File: config.mk
export PLATFORM = sky130hd
export DESIGN_NAME = bit_pack_8_1
export DESIGN_NICKNAME = d
export VERILOG_FILES = /design/src/rtl/bit_pack_8_1.sv
export SDC_FILE = /design/constraint.sdc
export NUM_CORES = 1
export LEC_CHECK = 0
export ABC_AREA = 1
export CAP_MARGIN = 10
export CORE_MARGIN = 2
export CORE_UTILIZATION = 45
export DETAILED_ROUTE_END_ITERATION = 10
export PLACE_DENSITY = 0.73
export SLEW_MARGIN = 40
export SYNTH_ARGS = -nofsm -noshare
export SYNTH_HDL_FRONTEND = slang
export SYNTH_SLANG_ARGS = --single-unit
File: constraint.sdc
create_clock -name clk -period 1.9 [get_ports clk]
set_clock_uncertainty 0.15 [all_clocks]
set_input_delay 0.475 -clock clk [delete_from_list [all_inputs] [get_ports clk]]
set_output_delay 0.475 -clock clk [all_outputs]
set_load 0.005 [all_outputs]
File: src/rtl/bit_pack_8_1.sv
`default_nettype none
// bit_pack_8_1: re-packs the 8:1 mux serial stream (valid/sel/bit) into bytes behind a 2-entry FIFO.
// Optional macro BIT_PACK_STATS_EN adds saturating byte and error counters.
module bit_pack_8_1 #(
   parameter int MSB_FIRST = 0
) (
   input  logic        clk,
   input  logic        async_reset,
   input  logic        valid_i,
   input  logic [2:0]  sel_i,
   input  logic        bit_i,
   output logic [7:0]  word_o,
   output logic        valid_o,
   input  logic        ready_i,
   output logic        seq_err_o,
   output logic        overflow_o
`ifdef BIT_PACK_STATS_EN
   ,
   output logic [15:0] byte_cnt_o,
   output logic [15:0] err_cnt_o
`endif
);

   typedef enum logic [0:0] {
      IDLE = 1'b0,
      FILL = 1'b1
   } state_t;

   state_t     state, state_nxt;
   logic [2:0] expected, expected_nxt;
   logic [7:0] shreg, shreg_nxt;
   logic [2:0] bit_pos;
   logic [7:0] bit_vec;
   logic       push;
   logic [7:0] push_word;
   logic       seq_err_nxt;

   logic [7:0] mem [0:1];
   logic       rd_ptr, wr_ptr;
   logic [1:0] count;
   logic       pop, full, push_ok, overflow_nxt;

   assign bit_pos = (MSB_FIRST != 0) ? 3'd7 - sel_i : sel_i;
   assign bit_vec = 8'(bit_i) << bit_pos;

   always_comb begin
      state_nxt    = state;
      expected_nxt = expected;
      shreg_nxt    = shreg;
      push         = 1'b0;
      push_word    = 8'h00;
      seq_err_nxt  = 1'b0;
      if (valid_i) begin
         case (state)
            IDLE: begin
               // Beats other than sel 0 are pre-alignment noise and dropped silently.
               if (sel_i == 3'd0) begin
                  shreg_nxt    = bit_vec;
                  expected_nxt = 3'd1;
                  state_nxt    = FILL;
               end
            end
            FILL: begin
               if (sel_i == expected) begin
                  if (sel_i == 3'd7) begin
                     push         = 1'b1;
                     push_word    = shreg | bit_vec;
                     shreg_nxt    = 8'h00;
                     expected_nxt = 3'd0;
                     state_nxt    = IDLE;
                  end else begin
                     shreg_nxt    = shreg | bit_vec;
                     expected_nxt = expected + 3'd1;
                  end
               end else begin
                  seq_err_nxt = 1'b1;
                  if (sel_i == 3'd0) begin
                     shreg_nxt    = bit_vec;
                     expected_nxt = 3'd1;
                  end else begin
                     shreg_nxt    = 8'h00;
                     expected_nxt = 3'd0;
                     state_nxt    = IDLE;
                  end
               end
            end
            default: state_nxt = IDLE;
         endcase
      end
   end

   always_ff @(posedge clk or posedge async_reset) begin
      if (async_reset) begin
         state     <= IDLE;
         expected  <= 3'd0;
         shreg     <= 8'h00;
         seq_err_o <= 1'b0;
      end else begin
         state     <= state_nxt;
         expected  <= expected_nxt;
         shreg     <= shreg_nxt;
         seq_err_o <= seq_err_nxt;
      end
   end

   assign valid_o      = (count != 2'd0);
   assign word_o       = valid_o ? mem[rd_ptr] : 8'h00;
   assign pop          = valid_o & ready_i;
   assign full         = (count == 2'd2);
   // A pop in the same cycle frees the slot, so a full FIFO can still accept.
   assign push_ok      = push & (~full | pop);
   assign overflow_nxt = push & full & ~pop;

   always_ff @(posedge clk or posedge async_reset) begin
      if (async_reset) begin
         mem[0]     <= 8'h00;
         mem[1]     <= 8'h00;
         rd_ptr     <= 1'b0;
         wr_ptr     <= 1'b0;
         count      <= 2'd0;
         overflow_o <= 1'b0;
      end else begin
         overflow_o <= overflow_nxt;
         if (push_ok) begin
            mem[wr_ptr] <= push_word;
            wr_ptr      <= ~wr_ptr;
         end
         if (pop) begin
            rd_ptr <= ~rd_ptr;
         end
         case ({push_ok, pop})
            2'b10:   count <= count + 2'd1;
            2'b01:   count <= count - 2'd1;
            default: count <= count;
         endcase
      end
   end

`ifdef BIT_PACK_STATS_EN
   logic [1:0]  err_inc;
   logic [16:0] err_sum;

   assign err_inc = {1'b0, seq_err_nxt} + {1'b0, overflow_nxt};
   assign err_sum = {1'b0, err_cnt_o} + {15'b0, err_inc};

   always_ff @(posedge clk or posedge async_reset) begin
      if (async_reset) begin
         byte_cnt_o <= 16'h0000;
         err_cnt_o  <= 16'h0000;
      end else begin
         if (push_ok && (byte_cnt_o != 16'hFFFF)) begin
            byte_cnt_o <= byte_cnt_o + 16'd1;
         end
         err_cnt_o <= err_sum[16] ? 16'hFFFF : err_sum[15:0];
      end
   end
`endif

endmodule
`default_nettype wire

==> summary.txt <==
Worst VDD drop - 0.379 mV
Critical-path top delay cell - dfrtp_1
total gr overflow - 0
area of the multi-input gates - 958 µm²
layout cells sized above 1 - 24.6%
non-filler cells in the finished layout - 351
Seq. cell area - 851 µm²
HP Class - reg -> reg
leading area contributor after synthesis - dfrtp_1
RSZ-0062 raised after global routing - true
cell-by-cell trace of the critical path - buf_6 > buf_4 > nand2_1 > a21oi_2 > buf_2
CP startpoint - rd_ptr
Initial Util - 47.7%
Crit path buffers/inverters - 3
area share of the largest cell type after synthesis - 43.9%
Post-Synth Simple-Gate Area - 36.9%
antenna violations before repair - 0
worst reg2reg path startpoint - expected[0]
Die Wd - 69.6 µm
Max stage delay on crit path - 0.41 ns
Die ar. - 4840 µm²
Via density - 5.09
Max Cap Viol - 0
yosys warns - 0
HP Start - mem[12]
placed cell count - 339
Avg Cell Area, Syn - 7.69 µm²
I/O pin cnt - 19
Slew Viols, Final - 0
post-route ant nets - 0
cells on worst reg2reg path - 8
Worst Hold End - mem[12]
setup_tns - 0 ns
leakage - 1.34 nW
arrival time worst endpoint - 1.23 ns
gr usage total - 19.5%
# rows - 23
sequential area share after synthesis - 43.9%
Synth Instances - 252
pwr/cell area - 717 nW/µm²
Fin Hold WS - 0.323 ns
final hold viol count - 0
CTS max path bufs - 2
Slew @ Worst Pin - 0.307 ns
DR vias - 1788
Area after DPL - 2360 µm²
kind of critical path - reg -> out
Rel. slew slack - 79.4%
Final Cell Area - 2520 µm²
post-synthesis mux area share - 0%
Final Cycle Share - 97.5%
pre-CTS WS - -0.313 ns
Antenna Cells - 0
Cell variety after synth - 33
GP Congestion - 0.849
Final setup viols - 0
TritonCTS clock tree - yes
CP top delay family - flip-flops
largest family of logic cells by synthesized area - simple AND/OR/NAND/NOR gates
clock period minus worst slack - 1.85 ns
fin worst setup slack - 0.0474 ns
clock sinks - 34
Post-Route WL - 4.32 mm
reg-to-reg slack, setup - 0.31 ns
drt drc - 0
Skew-Pair Late Insertion Delay - 0.29 ns
WL per Instance - 12.3 µm
Syn Nets - 261
Area growth syn-to-layout - 30.2%
Synth area leaders - dfrtp_1 (44%), nand2_1 (17%), nand4_1 (5.8%), a21oi_1 (5.4%), inv_1 (4.7%)
CP required - 1.27 ns
Post-Syn Area - 1940 µm²
CTS HTree Levels - 2
CTS root buffer - clkbuf_8
Die Y - 69.6 µm
Layout Utilization - 62.1%
Reg2Reg Capture Point - mem[10]
drt pass-1 iters - 4
post-synthesis adder-cell area fraction - 0.646%
status - finished clean
core area - 4060 µm²
WHS Path Cells - 2
compound-gate portion of the synthesized area - 8.46%
Fillers - 376
IO buf count - 18
global-route wire length before repair - 7.59 mm
Clock transition at path regs - 0.07 ns
Layout Nets - 309
Yosys reg bits - 34
detailed placement HPWL - 3.09 mm
largest net degree at the start of global routing - 35
Iter 0 DRT Violations - 119
clock buffer count from CTS - 5
Post-CTS Hold Fix Bufs - 0
XOR/XNOR Fraction of Synth Area - 1.29%
total power - 1.81 mW
critical path peak fanout - 4
Critical Path End Type - primary output
startpoint types - flip-flop
vias in the first global route - 1697
fmax - 0.540 GHz
[cell families (layout without fill, tap and decap cells)]
kind of cell,after synthesis,count (layout)
simple gates,149,149
buf+inv,36,85
flops,34,34
compound gates,30,30
xor+xnor,2,2
fa+ha+maj,1,1
[synth_stat cells]
| cell | count |
|---|---|
| a21oi_1 | 21 |
| buf_2 | 3 |
| buf_4 | 1 |
| buf_6 | 2 |
| buf_8 | 1 |
| clkbuf_1 | 1 |
| clkinv_1 | 1 |
| clkinv_2 | 1 |
| dfrtp_1 | 34 |
| ha_1 | 1 |
| inv_1 | 24 |
| inv_2 | 2 |
| nand2_1 | 90 |
| nand2_2 | 1 |
| nand2_4 | 1 |
| nand3_1 | 10 |
| nand3_2 | 1 |
| nand3_4 | 3 |
| nand3b_1 | 1 |
| nand4_1 | 18 |
| nor2_1 | 16 |
| nor2_2 | 1 |
| nor2_4 | 1 |
| nor2_8 | 1 |
| nor3_1 | 2 |
| o21ai_0 | 3 |
| o21ai_1 | 1 |
| o21ai_2 | 1 |
| o21bai_1 | 3 |
| o31ai_1 | 1 |
| or2_2 | 3 |
| xnor2_2 | 1 |
| xor2_1 | 1 |
[registers in the layout (all words and copies together) (netlist names)]
| register | flops |
|---|---|
| state | 1 |
| count | 2 |
| mem | 16 |
| rd_ptr | 1 |
| expected | 3 |
| shreg | 8 |
| seq_err_o | 1 |
| wr_ptr | 1 |
| overflow_o | 1 |
[worst register-to-register path: stages, from the launching register on]
cell and delay (ns):
dfrtp_1 0.42, inv_1 0.13, nand2_1 0.06, nand2_1 0.09
nand3_4 0.12, nor2_8 0.17, buf_4 0.18, nand4_1 0.11
nand2_1 0.10
[timing repair]
action                     4_1_cts  5_1_grt
setup buffers                    4        0
setup endpoints to repair       10       31
resized for setup               40       12
pin swaps                        2        7
[how the worst max path moves through the flow]
stage	end	cells after the start
3_5_place_dp	count[0]	8
6_report	word_o[7]	5
5_1_grt	word_o[0]	5
2_1_floorplan	mem[10]	9
3_3_place_gp	count[0]	8
4_1_cts	count[0]	9
[layout make-up]
cell class | count | share of cell area [%]
clock buffers | 6 | 3.28
clock inverters | 2 | 0.496
inverters | 28 | 4.32
multi-input cells | 182 | 38.0
flip-flops and latches | 34 | 33.7
well taps | 50 | 2.48
repair buffers | 49 | 17.7
[cells in the final DEF (no fill, tap or decap), drive strengths merged, types with 2 or more instances in the layout]
master	instances
nand3	14
dlymetal6s2s	3
a21oi	21
o21bai	3
clkdlybuf4s50	6
nor3	2
nand4	18
buf	39
dfrtp	34
nand2	92
nor2	19
clkbuf	6
or2	3
inv	26
o21ai	5
clkinv	3
[power by group]
group | internal (mW) | leakage, nW | total (mW) | switching (mW)
sequential | 0.763 | 0.467 | 0.800 | 0.0377
clock | 0.291 | 0.0472 | 0.556 | 0.265
combinational | 0.207 | 0.822 | 0.451 | 0.244
total | 1.26 | 1.34 | 1.81 | 0.547
[per-layer routing]
layer | wire length [µm] | GRT usage (%) | vias to the layer above
li1 | - | - | 912
met1 | 1940 | 24.7 | 839
met2 | 2150 | 32.4 | 30
met3 | 153 | 4.80 | 7
met4 | 70 | 7.19 | 0
met5 | 0 | 0 | -
No activity file was read; power rests on OpenSTA's default activity.
